## config.mk

```make
export PLATFORM = sky130hd
export DESIGN_NAME = axis_pkt_gen_flat
export DESIGN_NICKNAME = d
export VERILOG_FILES = /design/src/rtl/axis_pkt_gen_if.sv /design/src/rtl/axis_pkt_gen.sv /design/src/flat_wrapper.sv
export SDC_FILE = /design/constraint.sdc
export NUM_CORES = 1
export LEC_CHECK = 0
export ABC_AREA = 1
export BUFFER_PORTS_ARGS = -buffer_cell sky130_fd_sc_hd__buf_2
export CAP_MARGIN = 5
export CORE_ASPECT_RATIO = 1.75
export CORE_MARGIN = 3
export CORE_UTILIZATION = 60
export CTS_CLUSTER_SIZE = 10
export DETAILED_ROUTE_END_ITERATION = 12
export PLACE_DENSITY = 0.85
export SLEW_MARGIN = 20
export SYNTH_ARGS = -nofsm -noshare
export SYNTH_HDL_FRONTEND = slang
export SYNTH_SLANG_ARGS = --single-unit
```

## constraint.sdc

```tcl
create_clock -name clk -period 5.3 [get_ports clk]
set_input_delay 1.06 -clock clk [delete_from_list [all_inputs] [get_ports clk]]
set_output_delay 1.06 -clock clk [all_outputs]
set_load 0.005 [all_outputs]
```

## src/rtl/axis_pkt_gen_if.sv

```systemverilog
// AXI4-Stream bundle between the packet generator and its sink.
interface axis_pkt_gen_if #(
    parameter int AXIS_WIDTH = 64
);
    logic [AXIS_WIDTH-1:0]   tdata;
    logic [AXIS_WIDTH/8-1:0] tstrb;
    logic                    tvalid;
    logic                    tready;
    logic                    tlast;

    modport master (output tdata, tstrb, tvalid, tlast, input tready);
    modport slave  (input tdata, tstrb, tvalid, tlast, output tready);
endinterface

```

## src/rtl/axis_pkt_gen.sv

```systemverilog
// AXI4-Stream packet generator: N packets of length L with a (k+seq) byte pattern and a fixed gap.
// Optional PKT_GEN_SEQ_HDR_EN puts the 32-bit seq big-endian in bytes 0..3 (min length 4).
module axis_pkt_gen #(
    parameter int AXIS_WIDTH  = 64,
    parameter int MAX_PKT_LEN = 2048,
    parameter int CNT_W       = 16
) (
    input  logic             clk,
    input  logic             rst_n,
    input  logic             start,
    input  logic [CNT_W-1:0] pkt_len,
    input  logic [CNT_W-1:0] ipg,
    input  logic [CNT_W-1:0] num_pkts,
    axis_pkt_gen_if.master   axis,
    output logic             eos,
    output logic             busy,
    output logic [CNT_W-1:0] pkts_sent
);
    localparam int BYTES     = AXIS_WIDTH / 8;
    localparam int LEN_W     = $clog2(MAX_PKT_LEN + 1);
    localparam int MAX_BEATS = (MAX_PKT_LEN + BYTES - 1) / BYTES;
    localparam int BEAT_W    = (MAX_BEATS > 1) ? $clog2(MAX_BEATS) : 1;
`ifdef PKT_GEN_SEQ_HDR_EN
    localparam int MIN_LEN = 4;
    localparam int SEQ_W   = 32;
`else
    localparam int MIN_LEN = 1;
    localparam int SEQ_W   = 8;
`endif

    localparam logic [2:0] S_IDLE = 3'd0;
    localparam logic [2:0] S_LOAD = 3'd1;
    localparam logic [2:0] S_SEND = 3'd2;
    localparam logic [2:0] S_GAP  = 3'd3;
    localparam logic [2:0] S_DONE = 3'd4;

    typedef struct packed {
        logic [LEN_W-1:0] len;
        logic [CNT_W-1:0] ipg;
        logic [CNT_W-1:0] num;
    } cfg_t;

    logic [2:0]        state;
    cfg_t              cfg;
    logic [BEAT_W-1:0] beat;
    logic [BEAT_W-1:0] last_beat;
    logic [BYTES-1:0]  last_strb;
    logic [LEN_W-1:0]  base;       // absolute byte index of lane 0 in the current beat
    logic [CNT_W-1:0]  gap_cnt;
    logic [SEQ_W-1:0]  seq;

    logic [LEN_W-1:0]      len_clamp;
    logic [BYTES-1:0]      ld_strb;
    logic                  tvalid;
    logic                  is_last;
    logic                  hs;
    logic [BYTES-1:0]      strb;
    logic [AXIS_WIDTH-1:0] data;
    logic [CNT_W-1:0]      sent_nxt;

    always_comb begin
        if (32'(pkt_len) < MIN_LEN)
            len_clamp = LEN_W'(MIN_LEN);
        else if (32'(pkt_len) > MAX_PKT_LEN)
            len_clamp = LEN_W'(MAX_PKT_LEN);
        else
            len_clamp = LEN_W'(pkt_len);
    end

    // Last-beat strobe: low (L mod BYTES) lanes, or every lane when L is a whole number of beats.
    always_comb begin
        ld_strb = '0;
        for (int j = 0; j < BYTES; j++)
            ld_strb[j] = ((32'(cfg.len) % BYTES) == 0) || (32'(j) < (32'(cfg.len) % BYTES));
    end

    assign tvalid   = (state == S_SEND);
    assign is_last  = (beat == last_beat);
    assign hs       = tvalid && axis.tready;
    assign strb     = !tvalid ? '0 : (is_last ? last_strb : '1);
    assign sent_nxt = pkts_sent + CNT_W'(1);

    for (genvar j = 0; j < BYTES; j++) begin : g_byte
        logic [7:0] pat;
`ifdef PKT_GEN_SEQ_HDR_EN
        logic [LEN_W-1:0] k;
        logic [1:0]       hsel;
        assign k    = base + LEN_W'(j);
        assign hsel = 2'd3 - k[1:0];
        assign pat  = (k < LEN_W'(4)) ? seq[{hsel, 3'b000} +: 8] : k[7:0] + seq[7:0];
`else
        logic [7:0] k;
        assign k   = base[7:0] + 8'(j);
        assign pat = k + seq;
`endif
        assign data[8*j +: 8] = strb[j] ? pat : 8'h00;
    end

    assign axis.tvalid = tvalid;
    assign axis.tlast  = tvalid && is_last;
    assign axis.tstrb  = strb;
    assign axis.tdata  = data;
    assign eos         = (state == S_DONE);
    assign busy        = (state == S_LOAD) || (state == S_SEND) || (state == S_GAP);

    always_ff @(posedge clk or negedge rst_n) begin
        if (!rst_n) begin
            state     <= S_IDLE;
            cfg       <= '0;
            beat      <= '0;
            last_beat <= '0;
            last_strb <= '0;
            base      <= '0;
            gap_cnt   <= '0;
            seq       <= '0;
            pkts_sent <= '0;
        end else begin
            case (state)
                S_IDLE, S_DONE: begin
                    if (start) begin
                        cfg       <= '{len: len_clamp, ipg: ipg, num: num_pkts};
                        pkts_sent <= '0;
                        seq       <= '0;
                        state     <= S_LOAD;
                    end
                end
                S_LOAD: begin
                    last_beat <= BEAT_W'((32'(cfg.len) + BYTES - 1) / BYTES - 1);
                    last_strb <= ld_strb;
                    beat      <= '0;
                    base      <= '0;
                    state     <= S_SEND;
                end
                S_SEND: begin
                    if (hs) begin
                        if (is_last) begin
                            pkts_sent <= sent_nxt;
                            seq       <= seq + SEQ_W'(1);
                            beat      <= '0;
                            base      <= '0;
                            if (cfg.num != '0 && sent_nxt == cfg.num) begin
                                state <= S_DONE;
                            end else if (cfg.ipg != '0) begin
                                gap_cnt <= cfg.ipg;
                                state   <= S_GAP;
                            end
                        end else begin
                            beat <= beat + BEAT_W'(1);
                            base <= base + LEN_W'(BYTES);
                        end
                    end
                end
                S_GAP: begin
                    // Entered with gap_cnt = ipg >= 1, so exactly ipg idle cycles elapse.
                    gap_cnt <= gap_cnt - CNT_W'(1);
                    if (gap_cnt == CNT_W'(1))
                        state <= S_SEND;
                end
                default: state <= S_IDLE;
            endcase
        end
    end
endmodule

```

## src/flat_wrapper.sv

```systemverilog
// flat-port wrapper written by rule: the top's interface ports become plain ports
module axis_pkt_gen_flat 
#(
    parameter int AXIS_WIDTH  = 64,
    parameter int MAX_PKT_LEN = 2048,
    parameter int CNT_W       = 16
)
  (clk, rst_n, start, pkt_len, ipg, num_pkts, eos, busy, pkts_sent, axis_tdata, axis_tstrb, axis_tvalid, axis_tlast, axis_tready);
  axis_pkt_gen_if #(.AXIS_WIDTH(AXIS_WIDTH)) axis_i ();
  input  logic clk;
  input  logic rst_n;
  input  logic start;
  input  logic [CNT_W-1:0] pkt_len;
  input  logic [CNT_W-1:0] ipg;
  input  logic [CNT_W-1:0] num_pkts;
  output logic eos;
  output logic busy;
  output logic [CNT_W-1:0] pkts_sent;
  output wire logic [$bits(axis_i.tdata)-1:0] axis_tdata;
  output wire logic [$bits(axis_i.tstrb)-1:0] axis_tstrb;
  output wire logic [$bits(axis_i.tvalid)-1:0] axis_tvalid;
  output wire logic [$bits(axis_i.tlast)-1:0] axis_tlast;
  input wire logic [$bits(axis_i.tready)-1:0] axis_tready;
  assign axis_tdata = axis_i.tdata;
  assign axis_tstrb = axis_i.tstrb;
  assign axis_tvalid = axis_i.tvalid;
  assign axis_tlast = axis_i.tlast;
  assign axis_i.tready = axis_tready;
  axis_pkt_gen #(.AXIS_WIDTH(AXIS_WIDTH), .MAX_PKT_LEN(MAX_PKT_LEN), .CNT_W(CNT_W)) u_core (.clk(clk), .rst_n(rst_n), .start(start), .pkt_len(pkt_len), .ipg(ipg), .num_pkts(num_pkts), .axis(axis_i), .eos(eos), .busy(busy), .pkts_sent(pkts_sent));
endmodule
```

==> qor.csv <==
metric;value;unit
synth_area_leaders;dfrtp_1 (36%), nand2_1 (13%), inv_1 (6.8%), o21ai_0 (6.3%), nand3_1 (5.9%);
dr.pass1.iters;6;
numCtsBuffers;17;
crit_type;reg2out;
fin_nets;1355;
initial_core_util;61.6;%
ys_ff_latch;115;
cts.repair.resized;0;
final_common_cell;nand2_1;
fmax;242;MHz
grtUsageMet1;31.3;%
maxCapViolCount;0;
synth_top_area_share;36.1;%
post-route-drc-count;0;
rsz0062_at_grt;no;
detail_route.wl_per_cell;15.3;um
die_x;93.1;um
gp_congestion;0.929;
cts_setup_buffers;0;
setup_viol;0;
first_iter_violations;620;
crit_family;adder cells;
irDropWorstVdd;0.325;mV
min_path_type;reg2reg;
htree_num_levels;4;
seq_area_frac_synth;36.1;%
die_h;158;um
numPortBuffers;143;
dp_hpwl;16.5;mm
grt_use_met2;58.1;%
grt.busiest_layer;met2;
async_flop_share;100;%
syn-cell-area;7970;um^2
p_total;4.69;mW
grt_pass1_wl;36.0;mm
synth-edff-count;0;
grt_pass1_vias;7763;
pin_count;144;
path_clk_slew;0.05;ns
final_hold_viol_count;0;
syn_area_per_cell;7.08;um^2
rows;55;
period_needed;4.13;ns
status;finished clean;
die-area;14800;um^2
cp_cell_sequence;ha_1, fa_1, inv_1, nor2_1, nand2_1, o21ai_0, xor2_1, nor2_1, buf_2;
timing.critical_path.required;4.24;ns
worst-slew-pin-transition;0.999;ns
final_cell_mix;nand2_1 (280), inv_1 (145), buf_2 (142);
ctsHoldBuffers;0;
layout_setup_ws;1.17;ns
postSynthCellCount;1126;
cts_tree;yes;
p_leak;4.86;nW
vias;8043;
crit_path_frequent_cell;nor2_1;
grt_use_met3;5.63;%
critPathBufInv;2;
drt-total-wl;22.1;mm
skew;0.00836;ns
fin_crit_sh;78.0;%
nFillCells;1089;
cpMaxStageDelayCell;fa_1;
p_per_area;500;nW/um^2
yosysWarnings;0;
ys.flop_type;dfrtp_1;
yosysUniqueCellTypes;42;
synth_top_area_cell;dfrtp_1;
max_slew_margin;32.9;%
clk_path_buf_depth;2;
cts_root_buf;clkbuf_16;
endpoint_kind;primary output;
grt_use_total;30.9;%
arrival;3.07;ns
viasPerCell;5.55;
place_area;8830;um^2
path_max_fanout;9;
antenna_cells;0;
timing.setup.tns;0;ns
final_max_slew_viol_count;0;
grt_start_max_net_pins;71;
core_area;12900;um^2
syn2layout_area_growth;17.8;%
max_stage_delay;0.73;ns
fin_area;9380;um^2
gr-total-overflow;0;
insertion_delay;0.42;ns
cts.sinks;115;
pre_cts_ws;1.66;ns
start_kind;register;
antenna_found_initial;0;
ant_nets;0;
final_layout_size_suffix_gt1_share;15.9;%
metal layers:
layer	routed length [um]	share of wire, %
met1	7860	35
met2	11800	53
met3	1310	5.9
met4	1180	5.3
met5	0	0
cell usage after synthesis, types with 2 or more instances:
cell type	instances
nor2_1	124
nand2_1	280
or2_2	8
o22ai_1	11
o21ai_0	101
ha_1	28
fa_1	9
xnor2_1	7
nor2_4	4
nor4_1	8
nand4_1	25
nand2_2	3
buf_2	2
buf_1	2
nor2_2	6
nand3_1	94
o21ai_1	9
conb_1	2
clkbuf_1	23
a31oi_1	4
clkinv_1	2
dfrtp_1	115
nor3_1	17
xor2_1	49
a21oi_1	27
nand3b_1	2
o31ai_1	4
and3_1	2
inv_1	145
cell families (layout without fill, tap and decap cells):
kind of cell	after synthesis	count (layout)	synth area share, %
adder cells (fa/ha/maj)	37	37	6.66
multiplexers	1	1	0.126
flip-flops	115	115	36.1
AND/OR/NAND/NOR	577	577	31.5
XOR/XNOR	57	57	6.44
other	2	4	0.0943
buffers and inverters	176	326	8.42
AO/OA/AOI/OAI	161	161	10.7
area by class of cell:
cell class	count	area [um^2]	share of cell area, %
sequential	115	2880	30.7
clock inverter	12	110	1.17
clock buffer	19	443	4.72
tap	171	214	2.28
timing repair buffer	147	748	7.97
inverter	148	556	5.92
multi-input combinational	837	4430	47.3
through the flow:
stage                     utilization, %  std cells  hold slack, ns
after global placement              68.2       1418           0.454
after global routing                72.5       1449           0.477
after floorplan                        -       1128           0.440
final                               72.5       1449           0.466
after CTS                           72.5       1449           0.468
after detailed placement            68.2       1418           0.469
path summary, 6_finish.rpt:
kind,startpoint,to,slack (ns),depth (start not counted)
setup / recovery,u_core.seq[3],axis_tdata[55],1.17,9
hold / removal,u_core.last_strb[0],u_core.last_strb[0],0.47,1
setup reg to reg,u_core.beat[3],u_core.gap_cnt[7],2.42,9
hold reg to reg,u_core.last_strb[0],u_core.last_strb[0],0.47,1
max in group asynchronous,rst_n,u_core.pkts_sent[13],3.41,2
min in group asynchronous,rst_n,u_core.last_beat[1],0.74,1
power breakdown:
part           leakage [nW]  switching (mW)  internal, mW  total, mW
combinational          3.12            1.44         0.758       2.20
clock                 0.261           0.418         0.653       1.07
sequential             1.48           0.250          1.17       1.42
total                  4.86            2.11          2.58       4.69
state kept, by name, indices dropped and copies added, names as in the netlist:
register,cells
u_core.last_strb,8
u_core.base,5
u_core.state,3
u_core.seq,8
u_core.gap_cnt,16
u_core.cfg,43
u_core.pkts_sent,16
u_core.beat,8
u_core.last_beat,8
Note: power is estimated with default switching activity, not from simulation.
